==> src/rtl/change_dispenser_if.sv <==
// Handshake bundle between the purchase path, the change dispenser and the coin ejector.
//   change_valid/change_amount/change_ready : change amount hand-off (valid/ready)
//   coin_req/coin_type/coin_ack             : one-coin-at-a-time ejector request (req/ack)
// slave  : the dispenser side (consumes amounts, issues coin requests)
// master : the environment side (offers amounts, acknowledges coins)
interface change_dispenser_if;
    localparam int unsigned AMT_W  = 7;
    localparam int unsigned TYPE_W = 2;

    logic              change_valid;
    logic [AMT_W-1:0]  change_amount;
    logic              change_ready;
    logic              coin_req;
    logic [TYPE_W-1:0] coin_type;
    logic              coin_ack;

    modport master (
        output change_valid, change_amount, coin_ack,
        input  change_ready, coin_req, coin_type
    );

    modport slave (
        input  change_valid, change_amount, coin_ack,
        output change_ready, coin_req, coin_type
    );
endinterface

==> src/rtl/change_dispenser.sv <==
// Greedy change dispenser: accepts a change amount and pays it out as 10/5/2/1 coins,
// one req/ack transaction per coin, then pulses done and reports any unpaid residue.
// Optional macro COIN_INVENTORY_EN adds four per-denomination coin counters
// (loaded with COIN_INIT at reset and on refill in IDLE); empty denominations are skipped.
// Ports:
//   clk, rst   : clock, synchronous active-high reset
//   bus        : change_dispenser_if.slave (change hand-off + coin ejector handshake)
//   busy       : payout in progress
//   done       : one-cycle pulse when a payout finishes
//   shortfall  : change left unpaid by the last payout (held until the next done)
//   refill     : reload coin inventory (inventory build only, IDLE only)
module change_dispenser #(
    parameter int unsigned COIN_INIT = 15
) (
    input  logic                   clk,
    input  logic                   rst,
    change_dispenser_if.slave      bus,
    output logic                   busy,
    output logic                   done,
    output logic [6:0]             shortfall,
    input  logic                   refill
);
    localparam int unsigned AMT_W  = 7;
    localparam int unsigned TYPE_W = 2;
    localparam int unsigned NCOIN  = 4;

    typedef enum logic [1:0] {IDLE, SELECT, REQ, DONE} state_t;

    state_t              state, state_nxt;
    logic [AMT_W-1:0]    remain, remain_nxt;
    logic [TYPE_W-1:0]   type_nxt;
    logic [TYPE_W-1:0]   sel_type;
    logic                sel_ok;
    logic [NCOIN-1:0]    avail;

    // Face value of each coin_type code.
    function automatic logic [AMT_W-1:0] denom(input logic [TYPE_W-1:0] t);
        case (t)
            2'd0:    denom = 7'd10;
            2'd1:    denom = 7'd5;
            2'd2:    denom = 7'd2;
            default: denom = 7'd1;
        endcase
    endfunction

`ifdef COIN_INVENTORY_EN
    logic [3:0] inv [NCOIN];

    // Per-denomination coin stock; a pending coin is only consumed by its ack.
    always_ff @(posedge clk) begin
        if (rst || (state == IDLE && refill)) begin
            for (int i = 0; i < NCOIN; i++) inv[i] <= 4'(COIN_INIT);
        end else if (state == REQ && bus.coin_ack) begin
            inv[bus.coin_type] <= inv[bus.coin_type] - 4'd1;
        end
    end

    always_comb begin
        avail = '0;
        for (int i = 0; i < NCOIN; i++) avail[i] = (inv[i] != 4'd0);
    end
`else
    logic unused_cfg;
    assign unused_cfg = refill ^ (COIN_INIT != 0);
    assign avail      = '1;
`endif

    // State register.
    always_ff @(posedge clk) begin
        if (rst) state <= IDLE;
        else     state <= state_nxt;
    end

    // Next-state, coin selection and datapath next values.
    always_comb begin
        state_nxt  = state;
        remain_nxt = remain;
        type_nxt   = bus.coin_type;
        sel_ok     = 1'b0;
        sel_type   = '0;
        // Scan smallest to largest so the largest qualifying coin wins.
        for (int i = NCOIN - 1; i >= 0; i--) begin
            if (avail[i] && remain >= denom(TYPE_W'(i))) begin
                sel_ok   = 1'b1;
                sel_type = TYPE_W'(i);
            end
        end
        case (state)
            IDLE: begin
                if (bus.change_valid) begin
                    remain_nxt = bus.change_amount;
                    state_nxt  = (bus.change_amount == '0) ? DONE : SELECT;
                end
            end
            SELECT: begin
                if (sel_ok) begin
                    type_nxt  = sel_type;
                    state_nxt = REQ;
                end else begin
                    state_nxt = DONE;
                end
            end
            REQ: begin
                if (bus.coin_ack) begin
                    remain_nxt = remain - denom(bus.coin_type);
                    state_nxt  = (remain_nxt != '0) ? SELECT : DONE;
                end
            end
            DONE:    state_nxt = IDLE;
            default: state_nxt = IDLE;
        endcase
    end

    // Registered outputs are decoded from the next state so they align with it.
    always_ff @(posedge clk) begin
        if (rst) begin
            remain           <= '0;
            bus.coin_type    <= '0;
            bus.coin_req     <= 1'b0;
            bus.change_ready <= 1'b1;
            busy             <= 1'b0;
            done             <= 1'b0;
            shortfall        <= '0;
        end else begin
            remain           <= remain_nxt;
            bus.coin_type    <= type_nxt;
            bus.coin_req     <= (state_nxt == REQ);
            bus.change_ready <= (state_nxt == IDLE);
            busy             <= (state_nxt != IDLE);
            done             <= (state_nxt == DONE);
            if (state_nxt == DONE) shortfall <= remain_nxt;
        end
    end
endmodule

==> src/flat_wrapper.sv <==
// flat-port wrapper written by rule: the top's interface ports become plain ports
module change_dispenser_flat 
#(
    parameter int unsigned COIN_INIT = 15
)
  (clk, rst, busy, done, shortfall, refill, bus_change_valid, bus_change_amount, bus_coin_ack, bus_change_ready, bus_coin_req, bus_coin_type);
  change_dispenser_if bus_i ();
  input  logic clk;
  input  logic rst;
  output logic busy;
  output logic done;
  output logic [6:0] shortfall;
  input  logic refill;
  input wire logic [$bits(bus_i.change_valid)-1:0] bus_change_valid;
  input wire logic [$bits(bus_i.change_amount)-1:0] bus_change_amount;
  input wire logic [$bits(bus_i.coin_ack)-1:0] bus_coin_ack;
  output wire logic [$bits(bus_i.change_ready)-1:0] bus_change_ready;
  output wire logic [$bits(bus_i.coin_req)-1:0] bus_coin_req;
  output wire logic [$bits(bus_i.coin_type)-1:0] bus_coin_type;
  assign bus_i.change_valid = bus_change_valid;
  assign bus_i.change_amount = bus_change_amount;
  assign bus_i.coin_ack = bus_coin_ack;
  assign bus_change_ready = bus_i.change_ready;
  assign bus_coin_req = bus_i.coin_req;
  assign bus_coin_type = bus_i.coin_type;
  change_dispenser #(.COIN_INIT(COIN_INIT)) u_core (.clk(clk), .rst(rst), .bus(bus_i), .busy(busy), .done(done), .shortfall(shortfall), .refill(refill));
endmodule
==> config.mk <==
export PLATFORM = sky130hd
export DESIGN_NAME = change_dispenser_flat
export DESIGN_NICKNAME = d
export VERILOG_FILES = /design/src/rtl/change_dispenser_if.sv /design/src/rtl/change_dispenser.sv /design/src/flat_wrapper.sv
export SDC_FILE = /design/constraint.sdc
export NUM_CORES = 1
export LEC_CHECK = 0
export CAP_MARGIN = 20
export CORE_MARGIN = 2
export CORE_UTILIZATION = 40
export DETAILED_ROUTE_END_ITERATION = 7
export HOLD_SLACK_MARGIN = 0.15
export PLACE_DENSITY = 0.76
export SLEW_MARGIN = 25
export SYNTH_ARGS = -nofsm -noshare
export SYNTH_HDL_FRONTEND = slang
export SYNTH_SLANG_ARGS = --single-unit
==> constraint.sdc <==
create_clock -name clk -period 2.15 [get_ports clk]
set_input_delay 0.645 -clock clk [delete_from_list [all_inputs] [get_ports clk]]
set_output_delay 0.645 -clock clk [all_outputs]
set_load 0.02 [all_outputs]
==> results.yml, run 1 <==
worst_setup_path:
  crit_type: "reg -> reg"
  slowest_stage: "dfxtp_4"
  critPathBufInv: 1
  cp_cell_sequence: "ha_4 -> fa_2 -> xnor2_2 -> nor4b_2 -> nand2_1 -> o31ai_4 -> buf_6 -> nor3b_2"
  rr_worst_depth: 8
  critPathRequiredTime_ps: 2390
  cp_max_fo: 5
  cp_top_family: "adder cells"
  cp.depth: 8
  cp_slowest_stage_delay_ps: 380
  worstSetupStartpointType: "register"
  endpoint_kind: "register"
  critPathArrivalTime_ps: 2340
die:
  start_util_pct: 41.1
  die_area_um2: 3510
  io_pins: 25
  die_y_um: 59.3
  coreArea_um2: 2980
  rows: 20
  fp.dieW_um: 59.3
grt:
  grt_pass1_wl_um: 5440
  antenna_found_initial: 0
  track_usage_pct: 20.2
  grt_pass1_vias: 1211
  grt_max_degree: 15
  overflow: 0
placed_design:
  placed_cells: 216
  finalWeightedCongestion: 0.917
  dp_hpwl_um: 2460
  portBuffers: 23
  dpl_cell_area_um2: 1620
yosys:
  synth_top_family_by_area: "simple AND/OR/NAND/NOR gates"
  synth_fa_ha_area_share_pct: 5.73
  yosys_warnings: 0
  ys.flop_type: "dfxtp_1"
  synthMuxAreaShare_pct: 0.819
  synth_top_cell_by_area: "dfxtp_1"
  netlist_area_um2: 1220
  syn_avg_cell_area_um2: 8.37
  synth-compound-area-share_pct: 24.2
  synth_area_leaders: "dfxtp_1, a21oi_1, nand2b_1, ha_1, nor2_1"
  yosys.area_share.simple_pct: 26.7
  syn-num-nets: 163
  synthDistinctLibCells: 41
  synthXorXnorAreaFrac_pct: 2.15
  synth_edf_count: 0
  synth.top_cell.area_share_pct: 36.0
  synthArstFlopShare_pct: 0
  ys_ff_latch: 22
  netlist_instances: 146
  yosysSeqAreaShare_pct: 36.0
clock_tree:
  cts_tree: "built"
  cts_made_buffers: 3
  cts_root_buf: "clkbuf_4"
  cts.sinks: 22
  ctsHoldBuffers: 0
  clockBufferDepth: 2
  clk_latency_ps: 300
  clk_pin_slew_worst_paths_ps: 110
  h-tree-depth: 1
final_layout:
  final_area_um2: 1770
  multi_input_area_um2: 822
  syn_to_final_growth_pct: 44.5
  post-route-util_pct: 59.3
  layoutNonFillerInstCount: 221
  insertedDiodeCount: 0
  fin_nets: 207
  drive_gt1_share_pct: 25.0
  fillers: 259
  ff_latch_area_um2: 445
sta:
  worst_pin_slew_ps: 336
  min_period_over_period_pct: 97.7
  skew_ps: 5.60
  min_period_ps: 2100
  rsz0062_at_grt: "yes"
  fin_tns_setup_ps: 0
  slew_viol_final: 0
  setup_violations: 0
  max_freq_mhz: 476
  final_hold_viol_count: 0
  relSlewSlack_pct: 77.5
route:
  vias: 1222
  antenna_left: 0
  drt_iter0_drc: 37
  totalWireLength_um: 3250
  viasPerCell: 5.53
  first_pass_iters: 4
  drcViolationCount: 0
  avgRoutedWirePerCell_um: 14.7
power_and_ir_drop:
  vdd_ir_drop_max_mv: 0.357
  p_per_area_nw_per_um2: 625
  p_leak_uw: 0.000702
worst_hold_path:
  hold_depth: 2
  hp-class: "reg -> reg"
flow_run:
  maxCapViolations: 0
outcome:
  outcome: "complete, no violations"
==> logic make-up after synthesis <==
kind of cell / after synthesis
AND/OR/NAND/NOR: 57
XOR/XNOR: 3
adder cells (fa/ha/maj): 5
flip-flops: 22
multiplexers: 1
buffers and inverters: 14
AO/OA/AOI/OAI: 44
==> worst register-to-register path: stages (launching register included) <==
cell and delay (ps):
dfxtp_4 380, ha_4 160, fa_2 380, xnor2_2 160, nor4b_2 250, nand2_1 120, o31ai_4 280, buf_6 150
nor3b_2 150
==> area by class of cell <==
class	instances	area share [%]
Multi-Input combinational cell	110	46.5
Sequential cell	22	25.2
Timing Repair Buffer	45	22.9
Tap cell	33	2.34
Inverter	8	1.70
Clock buffer	3	1.27
==> metrics by stage <==
stage	setup WS, ps	hold WS, ps	power [uW]
finish	50.3	453	1100
CTS	6.50	458	1080
global placement	-141	436	850
floorplan	7.74	480	708
global route	-49.2	483	1170
detailed placement	-182	436	864
==> layer usage <==
layer  global-route usage [%]  part of all wire [%]  wire length (um)
met1                     26.2                    46              1510
met2                     34.5                    49              1610
met3                     3.49                   3.8               125
met4                     5.52                  0.46                15
met5                        0                     0                 0
==> power breakdown <==
group	internal [uW]	total [uW]	switching [uW]	leakage [uW]
sequential	437	466	29.2	0.000181
clock	65.4	181	116	0.0000138
combinational	233	457	224	0.000507
total	735	1100	369	0.000702
==> state kept, by name, indices dropped and copies added (netlist names) <==
register                 count
u_core.state                 2
u_core.bus.change_ready      1
u_core.done                  1
u_core.bus.coin_req          1
u_core.busy                  1
u_core.shortfall             7
u_core.bus.coin_type         2
u_core.remain                7
==> worst paths after layout <==
kind | start | end | slack [ps]
setup / recovery | u_core.bus.coin_type[0]$_SDFFE_PP0P_ | u_core.done$_SDFF_PP0_ | 50
hold / removal | u_core.shortfall[5]$_SDFFE_PP0N_ | u_core.shortfall[5]$_SDFFE_PP0N_ | 450
setup reg to reg | u_core.bus.coin_type[0]$_SDFFE_PP0P_ | u_core.done$_SDFF_PP0_ | 50
hold reg to reg | u_core.shortfall[5]$_SDFFE_PP0N_ | u_core.shortfall[5]$_SDFFE_PP0N_ | 450
==> synth_stat cells, types with 2 or more instances <==
cell / n
o21ai_0: 8
nand3b_1: 3
nor2b_1: 3
nand2b_1: 12
dfxtp_1: 22
a21o_1: 3
a22oi_1: 4
xnor2_1: 3
a21oi_1: 16
nor3_1: 4
nor3b_2: 2
ha_1: 4
or3_1: 2
clkbuf_1: 5
nor2_1: 12
inv_1: 8
nor4b_1: 3
nand2_1: 9
==> layout by cell type (no fill, tap or decap), types with 4 or more instances in the layout <==
cell type / instances
nand2_1: 9
a22oi_1: 4
nor3_1: 4
nor2_1: 10
o21ai_0: 8
nand2b_1: 12
buf_4: 20
a21oi_1: 15
dfxtp_1: 20
inv_1: 7
clkdlybuf4s50_1: 22
==> what timing repair did <==
action | in CTS | in global routing
buffers inserted | 0 | 1
pin swaps | 4 | 5
gates resized for setup | 8 | 13
gates cloned | 1 | 0
endpoints found under the setup margin | 11 | 11
Power figures use the tool's default switching activity.
==> run 2, diff against run 1 <==
--- a/config.mk
+++ b/config.mk
@@ -10,6 +10,7 @@
 export CORE_UTILIZATION = 40
 export DETAILED_ROUTE_END_ITERATION = 7
 export HOLD_SLACK_MARGIN = 0.15
+export MAX_ROUTING_LAYER = met4
 export PLACE_DENSITY = 0.76
 export SLEW_MARGIN = 25
 export SYNTH_ARGS = -nofsm -noshare
==> run 2 against run 1 <==
  * Design area rose by 0.92%
  * Highest routed layer unchanged
  * Maximum frequency is 0.68% lower
  * Routed wire length decreased by 0.37%
  * Final cell count rose by 0.45%
  * Register-to-register slack about the same
  * Sequential share of layout area decreased by 0.23 points
  * Sequential power barely moved
  * Die area unchanged
  * Largest power group is now combinational cells
  * Worst setup slack worse by 14 ps
==> results.yml, run 2 (synthesis results as in run 1) <==
die:
  die_y_um: 59.3
  start_util_pct: 41.1
  fp.dieW_um: 59.3
  die_area_um2: 3510
  io_pins: 25
  rows: 20
  coreArea_um2: 2980
placed_design:
  dpl_cell_area_um2: 1620
  finalWeightedCongestion: 0.909
  dp_hpwl_um: 2380
  portBuffers: 23
  pre_cts_slack_ps: -198
route:
  antenna_left: 0
  viasPerCell: 5.41
  first_pass_iters: 5
  drcViolationCount: 0
  vias: 1200
  avgRoutedWirePerCell_um: 14.6
  drt_iter0_drc: 42
  totalWireLength_um: 3240
final_layout:
  final_area_um2: 1780
  ff_latch_area_um2: 445
  reg.largest.list: "u_core.remain (7), u_core.shortfall (7)"
  final_common_cell: "clkdlybuf4s50_1"
  drive_gt1_share_pct: 27.0
  insertedDiodeCount: 0
  syn_to_final_growth_pct: 45.9
  fin_nets: 208
  multi_input_area_um2: 833
  final_cell_mix: "clkdlybuf4s50_1, buf_4, dfxtp_1, nand2b_1, a21oi_1"
  post-route-util_pct: 59.9
  fillers: 261
sta:
  worst_pin_slew_ps: 390
  relSlewSlack_pct: 73.9
  setup_violations: 0
  skew_ps: 11.6
  final_hold_viol_count: 0
  max_freq_mhz: 473
  layout_setup_ws_ps: 35.8
  rsz0062_at_grt: "yes"
  min_period_over_period_pct: 98.3
  min_period_ps: 2110
  slew_viol_final: 0
worst_setup_path:
  r2r-start: "u_core.bus.coin_type[0]$_SDFFE_PP0P_"
  cp_cell_sequence: "ha_4 -> fa_2 -> xnor2_2 -> nor4b_2 -> nand2_1 -> o31ai_4 -> buf_6 -> nor3b_2"
  cp_slowest_stage_delay_ps: 390
  r2r-end: "u_core.bus.coin_req$_SDFF_PP0_"
  critPathArrivalTime_ps: 2360
  slowest_stage: "dfxtp_4"
  crit_start: "u_core.bus.coin_type[0]$_SDFFE_PP0P_"
  rr_worst_depth: 8
  critPathRequiredTime_ps: 2390
  worstSetupStartpointType: "register"
  crit_type: "reg -> reg"
  rrSetupSlack_ps: 40
  cp-endpoint: "u_core.bus.coin_req$_SDFF_PP0_"
  cp_max_fo: 6
  cp.depth: 8
  critPathBufInv: 1
  cp_top_family: "simple AND/OR/NAND/NOR gates"
  endpoint_kind: "register"
grt:
  grt_max_degree: 15
  grt_pass1_wl_um: 5470
  overflow: 0
  track_usage_pct: 20.9
  grt_pass1_vias: 1260
  antenna_found_initial: 0
flow_run:
  maxCapViolations: 0
clock_tree:
  cts_made_buffers: 3
  h-tree-depth: 1
  cts.sinks: 22
  clockBufferDepth: 2
  cts_tree: "built"
  cts_root_buf: "clkbuf_4"
  clk_latency_ps: 310
  clk_pin_slew_worst_paths_ps: 120
  ctsHoldBuffers: 0
worst_hold_path:
  hp-class: "reg -> reg"
power_and_ir_drop:
  p_leak_uw: 0.000684
  vdd_ir_drop_max_mv: 0.415
  p_per_area_nw_per_um2: 626
outcome:
  outcome: "complete, no violations"
## run 2: layer usage
layer  part of all wire (%)  GRT usage, %  vias up
met3                    3.8          3.28        2
met1                     45          24.9      559
met5                      0             -        -
met4                   0.65          4.87        0
li1                       -             -      609
met2                     50          36.7       30
## run 2: layout make-up
class	count	area share, %
tap	33	2.32
clock buffer	3	1.26
multi-input combinational	110	46.7
timing repair buffer	46	23.0
sequential	22	25.0
inverter	8	1.68
## run 2: how the worst min path moves through the flow
stage,start,to,slack (ps),depth (start not counted)
5_1_grt,u_core.shortfall[0]$_SDFFE_PP0N_,u_core.shortfall[0]$_SDFFE_PP0N_,490,2
6_report,u_core.shortfall[2]$_SDFFE_PP0N_,u_core.shortfall[2]$_SDFFE_PP0N_,460,2
3_3_place_gp,u_core.shortfall[3]$_SDFFE_PP0N_,u_core.shortfall[3]$_SDFFE_PP0N_,440,2
3_5_place_dp,u_core.shortfall[5]$_SDFFE_PP0N_,u_core.shortfall[5]$_SDFFE_PP0N_,440,2
2_1_floorplan,u_core.remain[6]$_SDFF_PP0_,u_core.remain[6]$_SDFF_PP0_,480,2
4_1_cts,u_core.shortfall[6]$_SDFFE_PP0N_,u_core.shortfall[6]$_SDFFE_PP0N_,460,2
## run 2: power breakdown
group          leakage (uW)  internal [uW]  switching, uW
clock             0.0000138           65.4            119
combinational      0.000489            235            232
sequential         0.000181            437           27.5
## run 2: what timing repair did
action,4_1_cts,5_1_grt
buffers inserted,1,1
gates resized for setup,13,10
pin swaps,5,11
endpoints found under the setup margin,11,11
hold endpoints to repair,0,0
gates cloned,1,0
## run 2: worst min-delay path, cell delays in order, from the launching register on
cell      delay (ps)
dfxtp_1          330
nand2b_1          60
a21oi_1           30
## run 2: per-stage QoR
stage	hold WS (ps)	power, uW	setup TNS (ps)	std cells
2_1_floorplan	480	708	0	146
3_3_place_gp	436	850	-1200	216
3_5_place_dp	440	862	-1770	216
4_1_cts	463	1100	0	221
5_1_grt	489	1190	-337	222
6_report	458	1120	0	222
==> run 3, diff against run 2 <==
--- a/config.mk
+++ b/config.mk
@@ -12,7 +12,8 @@
 export HOLD_SLACK_MARGIN = 0.15
 export MAX_ROUTING_LAYER = met4
 export PLACE_DENSITY = 0.76
-export SLEW_MARGIN = 25
+export REMOVE_ABC_BUFFERS = 1
 export SYNTH_ARGS = -nofsm -noshare
 export SYNTH_HDL_FRONTEND = slang
 export SYNTH_SLANG_ARGS = --single-unit
+export TNS_END_PERCENT = 100
==> run 3 against run 2 <==
  * Clock skew fell by 1.2 ps
  * First-iteration DRC count increased by 38%
  * Sequential power increased by 2%
  * Worst hold slack gained 5.9 ps
  * Register-to-register slack worse by 30 ps
  * Clock power increased by 74%
  * Critical path depth rose by 1
  * Utilization hardly changed
  * Final cell count is 0.45% lower
  * Maximum frequency is 1.4% lower
  * Flip-flop and latch count did not move
  * Largest power group is now registers
==> results.yml, run 3 (synthesis results as in run 1) <==
outcome:
  outcome: "complete, no violations"
worst_setup_path:
  critPathArrivalTime_ps: 2390
  slowest_stage: "dfxtp_2"
  crit_type: "reg -> reg"
  critPathRequiredTime_ps: 2400
  crit_start: "u_core.bus.coin_type[1]$_SDFFE_PP0P_"
  cp_top_family: "compound AO/OA/AOI/OAI gates"
  cp_slowest_stage_delay_ps: 360
  r2r-start: "u_core.bus.coin_type[1]$_SDFFE_PP0P_"
  cp_max_fo: 5
  endpoint_kind: "register"
  critPathBufInv: 2
  cp_cell_sequence: "nand2b_1 -> ha_4 -> a21oi_2 -> buf_4 -> a211o_2 -> o311a_4 -> o31ai_4 -> buf_6 -> nor3b_4"
  worstSetupStartpointType: "register"
placed_design:
  pre_cts_slack_ps: -173
  finalWeightedCongestion: 0.856
  dp_hpwl_um: 2300
  portBuffers: 23
  placed_cells: 214
clock_tree:
  cts.sinks: 22
  h-tree-depth: 1
  cts_tree: "built"
  clk_latency_ps: 320
  cts_root_buf: "clkbuf_4"
  clockBufferDepth: 2
  ctsHoldBuffers: 0
  clk_pin_slew_worst_paths_ps: 120
  cts_made_buffers: 3
route:
  first_pass_iters: 4
  viasPerCell: 5.63
  vias: 1245
  drcViolationCount: 0
  totalWireLength_um: 3370
  avgRoutedWirePerCell_um: 15.3
  drt_iter0_drc: 58
  antenna_left: 0
power_and_ir_drop:
  p_per_area_nw_per_um2: 707
  power_frac_comb_pct: 36.9
  vdd_ir_drop_max_mv: 0.445
  internal_power_uw: 860
  p_leak_uw: 0.000688
  swShare_pct: 31.8
  seqPwrFrac_pct: 37.5
  switchingPower_uw: 402
  power_frac_clock_pct: 25.6
die:
  rows: 20
  die_area_um2: 3510
  start_util_pct: 41.1
  die_y_um: 59.3
  io_pins: 25
  fp.dieW_um: 59.3
  coreArea_um2: 2980
sta:
  min_period_over_period_pct: 99.8
  fin_tns_setup_ps: 0
  layout_setup_ws_ps: 5.22
  relSlewSlack_pct: 74.6
  min_period_ps: 2140
  worst_pin_slew_ps: 379
  max_freq_mhz: 466
  skew_ps: 10.4
  slew_viol_final: 0
  rsz0062_at_grt: "yes"
  setup_violations: 0
  final_hold_viol_count: 0
final_layout:
  layoutNonFillerInstCount: 221
  final_common_cell: "clkdlybuf4s50_1"
  insertedDiodeCount: 0
  fillers: 243
  reg.largest.list: "u_core.remain (7), u_core.shortfall (7)"
  syn_to_final_growth_pct: 46.0
  fin_nets: 206
  drive_gt1_share_pct: 24.5
  final_cell_mix: "clkdlybuf4s50_1, buf_4, dfxtp_1, a21oi_1"
flow_run:
  maxCapViolations: 0
grt:
  overflow: 0
  grt_pass1_wl_um: 5510
  track_usage_pct: 21.1
  antenna_found_initial: 0
  grt_max_degree: 24
  grt_pass1_vias: 1228
worst_hold_path:
  hp-class: "reg -> reg"
  hold_start: "u_core.shortfall[1]$_SDFFE_PP0N_"
==> run 3: changes by cell type in the layout (fill, tap and decap cells not counted), moves of 2 or more <==
cell	before	now
a21oi_1	11	15
a21oi_2	5	1
nor2_1	10	12
nor2_2	2	0
==> run 3: layout make-up <==
class	instances	area [um2]	share of cell area [%]
Inverter	8	30.0	1.68
Multi-Input combinational cell	110	822	46.1
Sequential cell	22	447	25.0
Timing Repair Buffer	44	392	21.9
Clock buffer	3	22.5	1.26
Clock inverter	1	30.0	1.68
Tap cell	33	41.3	2.31
==> run 3: final timing paths <==
kind | end | slack, ps | cells after the start
worst max-delay path | u_core.bus.coin_req$_SDFF_PP0_ | 5 | 9
worst min-delay path | u_core.shortfall[1]$_SDFFE_PP0N_ | 460 | 2
worst max register to register | u_core.bus.coin_req$_SDFF_PP0_ | 5 | 9
worst min register to register | u_core.shortfall[1]$_SDFFE_PP0N_ | 460 | 2
==> run 3: power by group through the flow <==
stage | Sequential, uW | Clock [uW] | Combinational (uW)
floorplan | 489 | 0 | 210
global placement | 475 | 0 | 375
detailed placement | 476 | 0 | 389
CTS | 469 | 327 | 422
global route | 476 | 341 | 505
finish | 473 | 322 | 466
==> run 3: tightest hold or removal path: cells and delay by family, from the launching register on <==
| kind | cells | cell delay (ps) |
|---|---|---|
| flip-flops | 1 | 330 |
| AND/OR/NAND/NOR | 1 | 70 |
| AO/OA/AOI/OAI | 1 | 40 |
==> run 3: what timing repair did <==
action,4_1_cts,5_1_grt
pin swaps,4,7
cloned,1,0
hold endpoints to repair,0,0
gates resized for setup,9,12
setup endpoints to repair,11,10
setup buffers,1,1
==> run 3: through the flow <==
step / area (um2) / hold slack (ps) / util, % / power, uW
after floorplan: 1200 / 474 / - / 699
after global placement: 1610 / 439 / 53.9 / 850
after detailed placement: 1610 / 447 / 53.9 / 865
after CTS: 1720 / 468 / 57.6 / 1220
after global routing: 1780 / 483 / 59.9 / 1320
final: 1780 / 463 / 59.9 / 1260
==> run 3: layer usage <==
| layer | GRT usage (%) | share of wire, % | up-vias |
|---|---|---|---|
| li1 | - | - | 606 |
| met1 | 25.3 | 42 | 583 |
| met2 | 35.0 | 50 | 45 |
| met3 | 1.75 | 4.1 | 11 |
| met4 | 11.4 | 3.3 | 0 |
| met5 | - | 0 | - |
